**src/rtl/ctrl_encode_def.sv**
```systemverilog
// Shared encodings for the multiply/divide unit: op codes, FSM states, helpers.
// Pure definitions; no timing or flow control of its own.
package ctrl_encode_def;

    localparam logic [2:0] MD_MULT  = 3'b000;
    localparam logic [2:0] MD_MULTU = 3'b001;
    localparam logic [2:0] MD_DIV   = 3'b010;
    localparam logic [2:0] MD_DIVU  = 3'b011;
    localparam logic [2:0] MD_MTHI  = 3'b100;
    localparam logic [2:0] MD_MTLO  = 3'b101;

    typedef enum logic [1:0] {
        MD_IDLE = 2'b00,
        MD_MUL  = 2'b01,
        MD_DIV_S = 2'b10,
        MD_FIX  = 2'b11
    } md_state_t;

    function automatic logic [31:0] md_abs(input logic [31:0] v);
        return v[31] ? (~v + 32'd1) : v;
    endfunction

endpackage

```
**src/rtl/md_iter_core.sv**
```systemverilog
// Iteration counter plus 64-bit shift datapath (shift-add multiply / restoring divide).
// One step per cycle while run is high; load restarts it. No backpressure.
module md_iter_core #(
    parameter int ITER = 32
) (
    input  logic                clk,
    input  logic                rst_n,
    input  logic                load,
    input  logic                run,
    input  logic                mode_div,
    input  logic [ITER-1:0]     a_in,
    input  logic [ITER-1:0]     b_in,
    output logic [2*ITER-1:0]   acc,
    output logic                last
);

    localparam int CW = $clog2(ITER) + 1;

    logic [CW-1:0]     cnt;
    logic [ITER-1:0]   b_q;
    logic              div_q;
    logic [ITER:0]     add_sum;
    logic [ITER:0]     sub_diff;
    logic [2*ITER-1:0] acc_nxt;

    // Multiply keeps the multiplier in the low half and shifts the product in from the top;
    // divide keeps the partial remainder on top and shifts quotient bits in at the bottom.
    always_comb begin
        add_sum  = {1'b0, acc[2*ITER-1:ITER]} + {1'b0, b_q};
        sub_diff = acc[2*ITER-1:ITER-1] - {1'b0, b_q};
        acc_nxt  = acc;
        if (div_q) begin
            if (sub_diff[ITER])
                acc_nxt = {acc[2*ITER-2:0], 1'b0};
            else
                acc_nxt = {sub_diff[ITER-1:0], acc[ITER-2:0], 1'b1};
        end else begin
            if (acc[0])
                acc_nxt = {add_sum, acc[ITER-1:1]};
            else
                acc_nxt = {1'b0, acc[2*ITER-1:1]};
        end
    end

    assign last = (cnt == CW'(ITER - 1));

    always_ff @(posedge clk) begin
        if (!rst_n) begin
            cnt   <= '0;
            acc   <= '0;
            b_q   <= '0;
            div_q <= 1'b0;
        end else if (load) begin
            cnt   <= '0;
            acc   <= {{ITER{1'b0}}, a_in};
            b_q   <= b_in;
            div_q <= mode_div;
        end else if (run) begin
            acc <= acc_nxt;
            cnt <= cnt + 1'b1;
        end
    end

endmodule

```
**src/rtl/md_unit.sv**
```systemverilog
// Iterative mult/div with HI/LO; busy for ITER+1 cycles after accept, done pulses on HI/LO write.
// Starts are ignored while busy; control holds the instruction until md_busy drops.
module md_unit
    import ctrl_encode_def::*;
#(
    parameter int ITER = 32
) (
    input  logic        clk,
    input  logic        rst_n,
    input  logic        md_start,
    input  logic [2:0]  md_op,
    input  logic [31:0] md_rs,
    input  logic [31:0] md_rt,
    output logic        md_busy,
    output logic        md_done,
    output logic [31:0] md_hi,
    output logic [31:0] md_lo
);

    md_state_t   state;
    logic        neg_res_q;
    logic        neg_rem_q;
    logic        div0_q;
    logic        op_div_q;
    logic [31:0] rs_q;

    logic        is_signed;
    logic        accept_md;
    logic [31:0] a_mag;
    logic [31:0] b_mag;
    logic [63:0] acc;
    logic        core_last;
    logic        core_run;
    logic [63:0] prod_fix;
    logic [31:0] quo_fix;
    logic [31:0] rem_fix;
    logic [31:0] fix_hi;
    logic [31:0] fix_lo;

    assign is_signed = ~md_op[0];
    assign accept_md = (state == MD_IDLE) && md_start && !md_op[2];
    assign a_mag     = is_signed ? md_abs(md_rs) : md_rs;
    assign b_mag     = is_signed ? md_abs(md_rt) : md_rt;
    assign core_run  = (state == MD_MUL) || (state == MD_DIV_S);

    md_iter_core #(.ITER(ITER)) u_core (
        .clk      (clk),
        .rst_n    (rst_n),
        .load     (accept_md),
        .run      (core_run),
        .mode_div (md_op[1]),
        .a_in     (a_mag),
        .b_in     (b_mag),
        .acc      (acc),
        .last     (core_last)
    );

    // Divide-by-zero bypasses sign correction and returns the raw dividend in HI.
    always_comb begin
        prod_fix = neg_res_q ? (~acc + 64'd1) : acc;
        quo_fix  = neg_res_q ? (~acc[31:0] + 32'd1) : acc[31:0];
        rem_fix  = neg_rem_q ? (~acc[63:32] + 32'd1) : acc[63:32];
        fix_hi   = prod_fix[63:32];
        fix_lo   = prod_fix[31:0];
        if (op_div_q) begin
            if (div0_q) begin
                fix_hi = rs_q;
                fix_lo = 32'hFFFF_FFFF;
            end else begin
                fix_hi = rem_fix;
                fix_lo = quo_fix;
            end
        end
    end

    always_ff @(posedge clk) begin
        if (!rst_n) begin
            state     <= MD_IDLE;
            md_hi     <= '0;
            md_lo     <= '0;
            md_busy   <= 1'b0;
            md_done   <= 1'b0;
            neg_res_q <= 1'b0;
            neg_rem_q <= 1'b0;
            div0_q    <= 1'b0;
            op_div_q  <= 1'b0;
            rs_q      <= '0;
        end else begin
            md_done <= 1'b0;
            case (state)
                MD_IDLE: begin
                    if (md_start) begin
                        case (md_op)
                            MD_MTHI: md_hi <= md_rs;
                            MD_MTLO: md_lo <= md_rs;
                            MD_MULT, MD_MULTU, MD_DIV, MD_DIVU: begin
                                state     <= md_op[1] ? MD_DIV_S : MD_MUL;
                                md_busy   <= 1'b1;
                                neg_res_q <= is_signed & (md_rs[31] ^ md_rt[31]);
                                neg_rem_q <= is_signed & md_rs[31];
                                div0_q    <= (md_rt == 32'd0);
                                op_div_q  <= md_op[1];
                                rs_q      <= md_rs;
                            end
                            default: ;
                        endcase
                    end
                end
                MD_MUL, MD_DIV_S: begin
                    if (core_last)
                        state <= MD_FIX;
                end
                MD_FIX: begin
                    md_hi   <= fix_hi;
                    md_lo   <= fix_lo;
                    md_busy <= 1'b0;
                    md_done <= 1'b1;
                    state   <= MD_IDLE;
                end
                default: state <= MD_IDLE;
            endcase
        end
    end

endmodule

```
**config.mk**
```make
export PLATFORM = sky130hd
export DESIGN_NAME = md_unit
export DESIGN_NICKNAME = d
export VERILOG_FILES = /design/src/rtl/ctrl_encode_def.sv /design/src/rtl/md_iter_core.sv /design/src/rtl/md_unit.sv
export SDC_FILE = /design/constraint.sdc
export NUM_CORES = 1
export LEC_CHECK = 0
export CORE_MARGIN = 1.5
export CORE_UTILIZATION = 35
export CTS_BUF_LIST = sky130_fd_sc_hd__clkbuf_2 sky130_fd_sc_hd__clkbuf_4 sky130_fd_sc_hd__clkbuf_8
export DETAILED_ROUTE_END_ITERATION = 16
export DONT_BUFFER_PORTS = 1
export PLACE_DENSITY = 0.45
export REMOVE_ABC_BUFFERS = 1
export SLEW_MARGIN = 10
export SYNTH_ARGS = -nofsm -noshare
export SYNTH_HDL_FRONTEND = slang
export SYNTH_HIERARCHICAL = 1
export SYNTH_SLANG_ARGS = --single-unit
```
**constraint.sdc**
```tcl
create_clock -name clk -period 7.03 [get_ports clk]
set_input_delay 0.3515 -clock clk [delete_from_list [all_inputs] [get_ports clk]]
set_output_delay 0.3515 -clock clk [all_outputs]
set_load 0.005 [all_outputs]
```
==> impl_results.md <==
- Root buffer cell: clkbuf_8
- Largest net degree at the start of global routing: between 90 and 100
- CP top delay family: compound AO/OA/AOI/OAI gates
- Most common cell after layout, fill and taps aside: nand2_1
- Chip height: around 230 um
- DR DRC count: 0
- R2R Setup Slk: 2.65 ns
- Gate Count Post-Synth: ~2400
- Crit path max-delay cell type: dfxtp_1
- Standard-cell row count: 81
- Total wire length: 71600 um
- Core Box Area: between 40000 and 50000 um2
- Worst path bufs/invs: 2
- Status: completed
- Clk buf depth: 3
- Iteration-0 DRC Markers: about 1300
- First-pass GRT wire length: roughly 110000 um
- Total GRT Usage: a little over a quarter
- Critical path cell sequence: inv_1 > fa_1 > nor2b_1 > o31a_2 > o22ai_2 > o31a_4 > a21oi_4 > a31oi_4 > xnor2_4 > buf_4 > mux2_2 > a21oi_1 > o21ai_0
- Clock sink count: 207
- DR vias: between 15000 and 20000
- Seq/Total Area, Yosys: around a quarter
- Worst VDD drop: about 0.25 mV
- Arrival @ worst endpoint: approximately 4.9 ns
- Post-synth ARST share: 0%
- Vias per cell: 5.96
- # setup viols final: 0
- Post-synth EDFFs: 0
- Clock transition at the registers of the reported paths: ~0.070 ns
- Clock latency at the later pin of the worst-skew pair: 0.67 ns
- Number of max-cap violations: 0
- Hold Violations, Final: 0
- Placed instance count: 2875
- Fin cells: roughly 3000
- Crit-path max FO: 26
- Most frequent cells in the layout: nand2_1, a21oi_1, dfxtp_1
- Vias in the first global route: between 15000 and 20000
- Critical path type: flop to flop
- P&R area growth vs syn: 11.0%
- # IOs: 136
- Fmax: ~230 MHz
- Post-DP HPWL: ~50000 um
- TritonCTS clock tree: built
- Layout cell share with drive strength beyond 1: 6.98%
- Slew headroom: a little over a quarter
- Largest cells by area after synthesis: dfxtp_1, a21oi_1, mux2i_1
- Hold crit path type: input pin to flop
- Average cell area after synthesis: between 7 and 8 um2
- Slew @ Worst Pin: between 1 and 1.5 ns
- PortBufs: 0
- Die Span X: about 230 um
- Fin crit share: between 60% and 70%
- Nets: about 2500
- Routability Congestion: between 0.8 and 0.9
- RSZ-0062 raised after global routing: false
- Synth unique cells: slightly above 90
- Post-DRT Antenna Nets: 0
- Initial core utilization: approximately 36%
- Main synth FF type: dfxtp_1
- Leading area contributor after synthesis: dfxtp_1
- Pwr/cell area: around 410 nW/um2
- Initial antenna violation count: 1
- First-pass iteration count of the detailed router: 5
- Post_cts resized: 0
- Flops & latches, synth: between 200 and 250
- Max-slew violation count: 0
- Top cell type's share of synthesized area: between 20% and 30%
- Fin Clk Skew: 0.0653 ns
- Die footprint: 51600 um2
- Fillcell total: about 5200
- Synth Cell Area: 17600 um2
- TritonCTS buffer count: 42
- Worst path required time: approximately 7.5 ns
- Crit start category: flop
- P_leak: 7.25 nW
- Sum Neg Setup Slack: 0 ns
- Congestion Overflow GR: 0
- Wirelength per Cell: 23.8 um
- Crit end category: flop
- Max stage delay on crit path: slightly below 0.7 ns
- Tmin final: about 4.4 ns
- YS warnings: 6
- H-Tree Depth: 2
==> worst paths after layout <==
| check | startpoint | to | depth (start not counted) |
|---|---|---|---|
| worst min-delay path | md_rs[11] | md_hi[11] | 3 |
| worst min register to register | rs_q[20] | rs_q[20] | 2 |
| worst max-delay path | u_core/acc[32] | u_core/acc[47] | 13 |
| worst max register to register | u_core/acc[32] | u_core/acc[47] | 13 |
==> where the power goes <==
part | internal (mW) | switching [mW] | leakage (nW)
clock | 0.753 | 0.617 | 0.470
combinational | 1.85 | 2.95 | 5.09
sequential | 1.38 | 0.415 | 1.69
==> state kept, by name, indices dropped and copies added (netlist names), 2 cells and up <==
signal and cells:
u_core/acc 64, md_hi 32, md_lo 32, rs_q 32
u_core/b_q 32, u_core/cnt 6, state 2
==> cell type report <==
cell class,count,area (um2),share of cell area (%)
antenna,1,2.50,0.0128
clock buffer,67,835,4.28
clock inverter,6,50.0,0.257
inverter,78,295,1.51
multi-input combinational,1893,12400,63.8
sequential,207,4150,21.3
tap,664,831,4.26
timing repair buffer,97,906,4.64
==> metrics by stage <==
stage | power [mW] | cell area, um2 | hold slack (ns) | worst slack, ns | util (%)
floorplan | 5.15 | 16800 | 0.431 | 1.25 | -
global placement | 6.46 | 18000 | 0.440 | 2.86 | 36.5
detailed placement | 6.47 | 18000 | 0.445 | 2.76 | 36.5
CTS | 7.93 | 19500 | 0.0109 | 2.69 | 39.6
global route | 8.48 | 19500 | 0.0375 | 2.42 | 39.6
finish | 7.96 | 19500 | 0.0428 | 2.65 | 39.6
==> cell families (layout without fill, tap and decap cells) <==
| family | count (synthesis) | count (layout) | share of synthesized area [%] |
|---|---|---|---|
| AO/OA/AOI/OAI | 736 | 736 | 27.6 |
| multiplexers | 113 | 113 | 6.59 |
| flip-flops | 207 | 207 | 23.6 |
| adder cells (fa/ha/maj) | 74 | 74 | 5.35 |
| other | 0 | 1 | 0 |
| AND/OR/NAND/NOR | 809 | 809 | 22.9 |
| XOR/XNOR | 161 | 161 | 8.13 |
| buffers and inverters | 252 | 248 | 5.81 |
==> tightest hold or removal path: cells and delay by family <==
kind | cells | cell delay [ns]
AOI/OAI and AO/OA | 2 | 0.19
and+or+nand+nor | 1 | 0.11
==> routing by layer <==
| metal | routed length [um] | GRT usage [%] |
|---|---|---|
| met3 | 4100 | 4.23 |
| met1 | 32000 | 35.9 |
| met2 | 33100 | 45.5 |
| met4 | 2370 | 9.55 |
| met5 | 0 | 0 |
==> cell usage after synthesis (72+ instances only) <==
master,instances
clkbuf_1,145
nand2_1,239
o21ai_0,121
dfxtp_1,207
mux2i_1,98
nor2_1,173
a21oi_1,217
inv_1,76
ha_1,72
nor2b_1,93
xnor2_1,100
==> repair_timing <==
| item | 4_1_cts | 5_1_grt |
|---|---|---|
| endpoints found under the hold margin | 150 | 0 |
| buffers inserted | 0 | 0 |
| hold buffers | 64 | 0 |
| endpoints found under the setup margin | 0 | 0 |
(Power assumes the default switching activity.)
